$ cat src/rtl/mult_div_pkg.sv
// Shared constants for the sequential multiply/divide datapaths: FSM encodings,
// step count and operand widths.
package mult_div_pkg;
  localparam logic [1:0] ST_IDLE = 2'd0;
  localparam logic [1:0] ST_RUN  = 2'd1;
  localparam logic [1:0] ST_DONE = 2'd2;

  localparam int DIV_STEPS = 16;
  localparam int OPA_W     = 16;
  localparam int OPB_W     = 8;
endpackage

$ cat src/rtl/seq_divider_div_step.sv
// One restoring-division step: shift in a dividend bit, trial-subtract the divisor.
// Purely combinational; no state and no backpressure.
module div_step
  import mult_div_pkg::*;
(
  input  logic [OPB_W-1:0] rem_in,
  input  logic             bit_in,
  input  logic [OPB_W-1:0] dsr,
  output logic [OPB_W-1:0] rem_out,
  output logic             qbit
);
  logic [OPB_W:0] t;

  always_comb begin
    t = {rem_in, bit_in};
    qbit = (t >= {1'b0, dsr});
    // rem_in < dsr keeps the difference within OPB_W bits.
    rem_out = qbit ? OPB_W'(t - {1'b0, dsr}) : t[OPB_W-1:0];
  end
endmodule

$ cat src/rtl/seq_divider.sv
// 16/8 unsigned restoring divider, one quotient bit per clock; done 17 edges after start.
// start ignored outside IDLE; SEQ_DIV_ZERO_FAST_EN finishes divide-by-zero in one edge.
module seq_divider
  import mult_div_pkg::*;
(
  input  logic             clk,
  input  logic             rst_n,
  input  logic             start,
  input  logic [OPA_W-1:0] dividend,
  input  logic [OPB_W-1:0] divisor,
  output logic             busy,
  output logic             done,
  output logic [OPA_W-1:0] quotient,
  output logic [OPB_W-1:0] remainder,
  output logic             div_zero
);
  logic [1:0]       state;
  logic [OPA_W-1:0] dvd_q;
  logic [OPB_W-1:0] dsr;
  logic [OPB_W-1:0] rem;
  logic [4:0]       cnt;
  logic [OPB_W-1:0] step_rem;
  logic             step_qbit;

  div_step u_step (
    .rem_in  (rem),
    .bit_in  (dvd_q[OPA_W-1]),
    .dsr     (dsr),
    .rem_out (step_rem),
    .qbit    (step_qbit)
  );

  assign busy = (state == ST_RUN);

  always_ff @(posedge clk or negedge rst_n) begin
    if (!rst_n) begin
      state     <= ST_IDLE;
      dvd_q     <= '0;
      dsr       <= '0;
      rem       <= '0;
      cnt       <= '0;
      done      <= 1'b0;
      quotient  <= '0;
      remainder <= '0;
      div_zero  <= 1'b0;
    end else begin
      done <= 1'b0;
      case (state)
        ST_IDLE: begin
          if (start) begin
            dvd_q    <= dividend;
            dsr      <= divisor;
            rem      <= '0;
            cnt      <= '0;
            div_zero <= (divisor == '0);
`ifdef SEQ_DIV_ZERO_FAST_EN
            // Preload the known divide-by-zero result so DONE publishes it as usual.
            if (divisor == '0) begin
              dvd_q <= '1;
              rem   <= dividend[OPB_W-1:0];
              state <= ST_DONE;
            end else begin
              state <= ST_RUN;
            end
`else
            state <= ST_RUN;
`endif
          end
        end
        ST_RUN: begin
          rem   <= step_rem;
          dvd_q <= {dvd_q[OPA_W-2:0], step_qbit};
          cnt   <= cnt + 5'd1;
          if (cnt == 5'(DIV_STEPS - 1)) state <= ST_DONE;
        end
        ST_DONE: begin
          quotient  <= dvd_q;
          remainder <= rem;
          done      <= 1'b1;
          state     <= ST_IDLE;
        end
        default: state <= ST_IDLE;
      endcase
    end
  end
endmodule

$ cat config.mk
export PLATFORM = sky130hd
export DESIGN_NAME = seq_divider
export DESIGN_NICKNAME = d
export VERILOG_FILES = /design/src/rtl/mult_div_pkg.sv /design/src/rtl/seq_divider_div_step.sv /design/src/rtl/seq_divider.sv
export SDC_FILE = /design/constraint.sdc
export NUM_CORES = 1
export LEC_CHECK = 0
export ABC_AREA = 1
export CAP_MARGIN = 20
export CORE_MARGIN = 4
export CORE_UTILIZATION = 53
export DETAILED_ROUTE_END_ITERATION = 6
export PLACE_DENSITY = 0.84
export SLEW_MARGIN = 20
export SYNTH_ARGS = -nofsm -noshare
export SYNTH_HDL_FRONTEND = slang
export SYNTH_SLANG_ARGS = --single-unit
$ cat constraint.sdc
create_clock -name clk -period 2 [get_ports clk]
set_input_delay 0.6 -clock clk [delete_from_list [all_inputs] [get_ports clk]]
set_output_delay 0.6 -clock clk [all_outputs]
set_load 0.1 [all_outputs]
# After elaboration in Yosys (flattened, before gate mapping)
# Index checks and enable logic that the tools add are counted.
# totals
register_bits	65
# classes
add_sub_neg	2
order_cmp	1
eq_ne	5
mux	11
n_reduce_logical	6
# ops
cell	n
one-hot mux 16 bit (2 select lines)	1
2-to-1 mux 16 bit	1
2-to-1 mux 8 bit	2
one-hot mux 8 bit (2 select lines)	1
one-hot mux 5 bit (2 select lines)	1
>= comparator 9 x 8 -> 1 bit	1
zero test 8 bit	1
subtractor 8 bit	1
AND reduction 2 bit	3
adder 5 x 1 -> 5 bit, second input constant	1
== test 5 x 4 -> 1 bit, second input constant	1
2-to-1 mux 5 bit	1
2-to-1 mux 2 bit	2
one-hot mux 2 bit (2 select lines)	1
== test 2 x 1 -> 1 bit, second input constant	1
== test 2 bit, second input constant	1
zero test 2 bit	1
!= test 2 x 1 -> 1 bit, second input constant	1
!= test 2 bit, second input constant	1
nonzero test 2 bit	1
2-to-1 mux 1 bit	1

# Logic depth before layout (Yosys ltp)
# logic_depth
ltp_word	3
depth_mapped	12
mapped_depth_nobuf	12

# By module
# Synthesis repeated with hierarchy kept, for this count alone.
# unflattened
cells_unflattened	434
hier_area_um2	3408.3
# modules_own_cells
module	instances	cells_each	area_per_inst_um2	seq_area_each_um2
seq_divider	1	325	2756.4	1626.6
div_step	1	109	651.9	0.0

# Least setup slack after synthesis
# No wires, ideal clock.
# synth_timing
kind	register to register
startpoint	register rem[3]
endpoint	register rem[7]
setup_ps	117
arrival_ps	1480
required_time_ps	1883
setup_slack_ps	404
path_stages_with_launch	12
period_less_slack_ps	1596
path_cell_list	dfrtp_1 -> ha_1 -> nand2_1 -> inv_2 -> nand2_2 -> nand2_1 -> nand2_1 -> nand4_2 -> nand2_2 -> nand2_1 -> nand2_1 -> nand2_1
# synth_via
elab_chain_cells	3
# synth_lines
element	line_no	text
start: declaration	seq_divider.sv:20	logic [OPB_W-1:0] rem;
start signal: assignment	seq_divider.sv:71	rem <= step_rem;
subtractor 8 bit / >= comparator 9 x 8 -> 1 bit (equally long branches)	seq_divider_div_step.sv:18, seq_divider_div_step.sv:16	
2-to-1 mux 8 bit (*)	seq_divider_div_step.sv:18	rem_out = qbit ? OPB_W'(t - {1'b0, dsr}) : t[OPB_W-1:0];
one-hot mux 8 bit (2 select lines) (*)	seq_divider.sv:48	case (state)
# Every way passes the cells marked *; elsewhere a longest branch is shown, timed or not.
# A chain may end at the register's enable or synchronous reset.

# Worst setup path in the final report
# Ends and elaborated chain as after synthesis.

==> run metrics <==
status complete, no violations; Max FO, Critical Path 9; most frequent CP cell nand2_1; grt ovf 0; Hold Crit Class in2async; final hold violations 0; max_slew headroom 51.7%; IO buf count 53; DRC violations left 0; Post-Route WL 7630 um; slowest stage delay, CP 0.42 ns; I/O pin count 54; clk_skew 0.00939 ns; number of flops mapped to enable cells by yosys 0; Initial Util 55.5%; min Tclk post-route 1.86 ns; # diodes 0; DP HPWL 5540 um; library cells used by synthesis 34; max frequency 0.538 GHz; cts hold-fix bufs 0; FILL cells 376; final setup fails 0; Die Wd 84.7 um; CTS Sinks 65; Avg Cell Area, Syn 8.63 um^2; RR Startpoint rem[3]$_DFFE_PN0P_; Gate Count Post-Synth 361; total number of vias 2718; Post-Syn Nets 399; Setup crit start rem[3]$_DFFE_PN0P_; CP cell instances ha_1, nand2_1, inv_2, nand2_2, nand2_1, nand2_1, nand4_2, nand2_2, nand2_1, nand2_1, nand2_1; Worst R2R End rem[7]$_DFFE_PN0P_; Avg WL per Cell 15.4 um; CTS tree yes; DRT antenna net count 0; Die H 84.7 um; pin count of the biggest net entering global routing 66; # rows 27; Reg2Reg Depth 11; root buffer cell clkbuf_8; first-pass GRT wire length 12800 um; Clock Latency Late Sink 0.33 ns; die area 7170 um^2; Initial DRC Count 211; number of global-route vias before repair 2662; CP arrival 2.09 ns; initial antenna violation count 0; layout cells sized above 1 17.2%; commonest non-fill, non-tap cells in the layout nand2_1, dfrtp_1, inv_1; flops & latches, synth 65; worst path required time 2.23 ns; Critical-path top delay cell dfrtp_1; CTS HTree Levels 3; Tot GR Track Use 22.5%; DR vias/cell 5.48; Worst Setup End Kind register; setup tns final 0 ns; most common cell after layout, fill and taps aside nand2_1; post-synthesis async set-or-reset flop share 100%; synthesized area 3110 um^2; Setup crit start kind register; Seq/Total Area, Yosys 52.2%; core footprint 5610 um^2; Layout Nets 457; Slew Limit Fails 0; routability cong. 0.888; Num CTS Buffers 9; R2R setup slack 0.14 ns; Post-synth top flop dfrtp_1; Ys Warns 0; Clock Pin Slew Worst Setup and Hold Paths 0.08 ns; DRT Pass-1 Iters 4; max-capacitance violation count 0; Final Cycle Share 92.9%; WS Path Type reg2reg; actual slew at the worst max-slew pin 0.723 ns; CTS max path bufs 2; P&R area growth vs syn 36.3%
synth_stat cells, types with 2 or more instances:
| cell | number | area share (%) |
|---|---|---|
| xor2_1 | 2 | 0.56 |
| inv_2 | 2 | 0.24 |
| clkbuf_1 | 6 | 0.72 |
| inv_1 | 45 | 5.4 |
| ha_1 | 10 | 4.0 |
| a21oi_1 | 17 | 2.7 |
| nand4_1 | 4 | 0.80 |
| nand2_2 | 5 | 1.0 |
| nor2_1 | 9 | 1.1 |
| buf_4 | 2 | 0.48 |
| dfrtp_1 | 65 | 52 |
| nand3_1 | 22 | 3.5 |
| nand2_1 | 97 | 12 |
| a21oi_2 | 2 | 0.56 |
| o22ai_1 | 15 | 3.0 |
| buf_2 | 4 | 0.64 |
| nor2_2 | 6 | 1.2 |
| o21ai_0 | 32 | 5.1 |
cell type report:
type	count	area, um^2	area share (%)
well taps	72	90.1	2.12
clock buffers	11	151	3.57
repair buffers	61	893	21.0
multi-input cells	235	1250	29.4
flip-flops and latches	65	1630	38.3
clock inverters	5	61.3	1.44
inverters	47	176	4.16
routing by layer:
metal	routed length, um	vias to the layer above	global-route usage (%)	part of all wire, %
met5	0	-	0	0
met3	370	14	3.34	4.8
met2	3860	84	38.1	51
met1	3250	1334	29.3	43
met4	151	0	8.35	2.0
li1	-	1286	-	-
flip-flops by register name, summed over array words and instances (netlist names):
register	cells
remainder	8
dsr	8
div_zero	1
dvd_q	16
state	2
quotient	16
cnt	5
done	1
rem	8
through the flow:
stage | worst slack [ns] | cells | hold WS, ns | area (um^2) | util, %
floorplan | 0.404 | 361 | 0.304 | 3110 | -
global placement | 0.190 | 480 | 0.470 | 4030 | 71.8
detailed placement | 0.127 | 480 | 0.493 | 4030 | 71.8
CTS | 0.145 | 496 | 0.283 | 4240 | 75.6
global route | -0.0136 | 496 | 0.292 | 4250 | 75.7
finish | 0.141 | 496 | 0.264 | 4250 | 75.7
worst max-delay path by stage:
stage,slack [ns],to
6_report,0.14,rem[7]$_DFFE_PN0P_
5_1_grt,-0.01,rem[7]$_DFFE_PN0P_
4_1_cts,0.14,rem[7]$_DFFE_PN0P_
3_5_place_dp,0.13,cnt[3]$_DFFE_PN0P_
3_3_place_gp,0.19,cnt[3]$_DFFE_PN0P_
2_1_floorplan,0.40,rem[7]$_DFFE_PN0P_
logic make-up (layout without fill, tap and decap cells):
logic type,count (synthesis),count (layout),share of synthesized area (%)
buffers and inverters,61,124,7.99
flip-flops,65,65,52.2
XOR/XNOR,3,3,0.844
adder cells (fa/ha/maj),11,11,4.66
AO/OA/AOI/OAI,70,70,12.5
AND/OR/NAND/NOR,151,151,21.8
critical path: cells and delay by family, from the launching register on:
family / cells / cell delay (ns)
and+or+nand+nor: 9 / 0.89
buffers and inverters: 1 / 0.05
DFF: 1 / 0.42
adders and majority gates: 1 / 0.40
what timing repair did:
| action | 4_1_cts | 5_1_grt |
|---|---|---|
| setup endpoints to repair | 0 | 1 |
| buffers inserted | 0 | 0 |
| resized for setup | 0 | 1 |
Power is not shown: default switching activity piles up to over one toggle a cycle in this logic, so the estimate is an artifact.
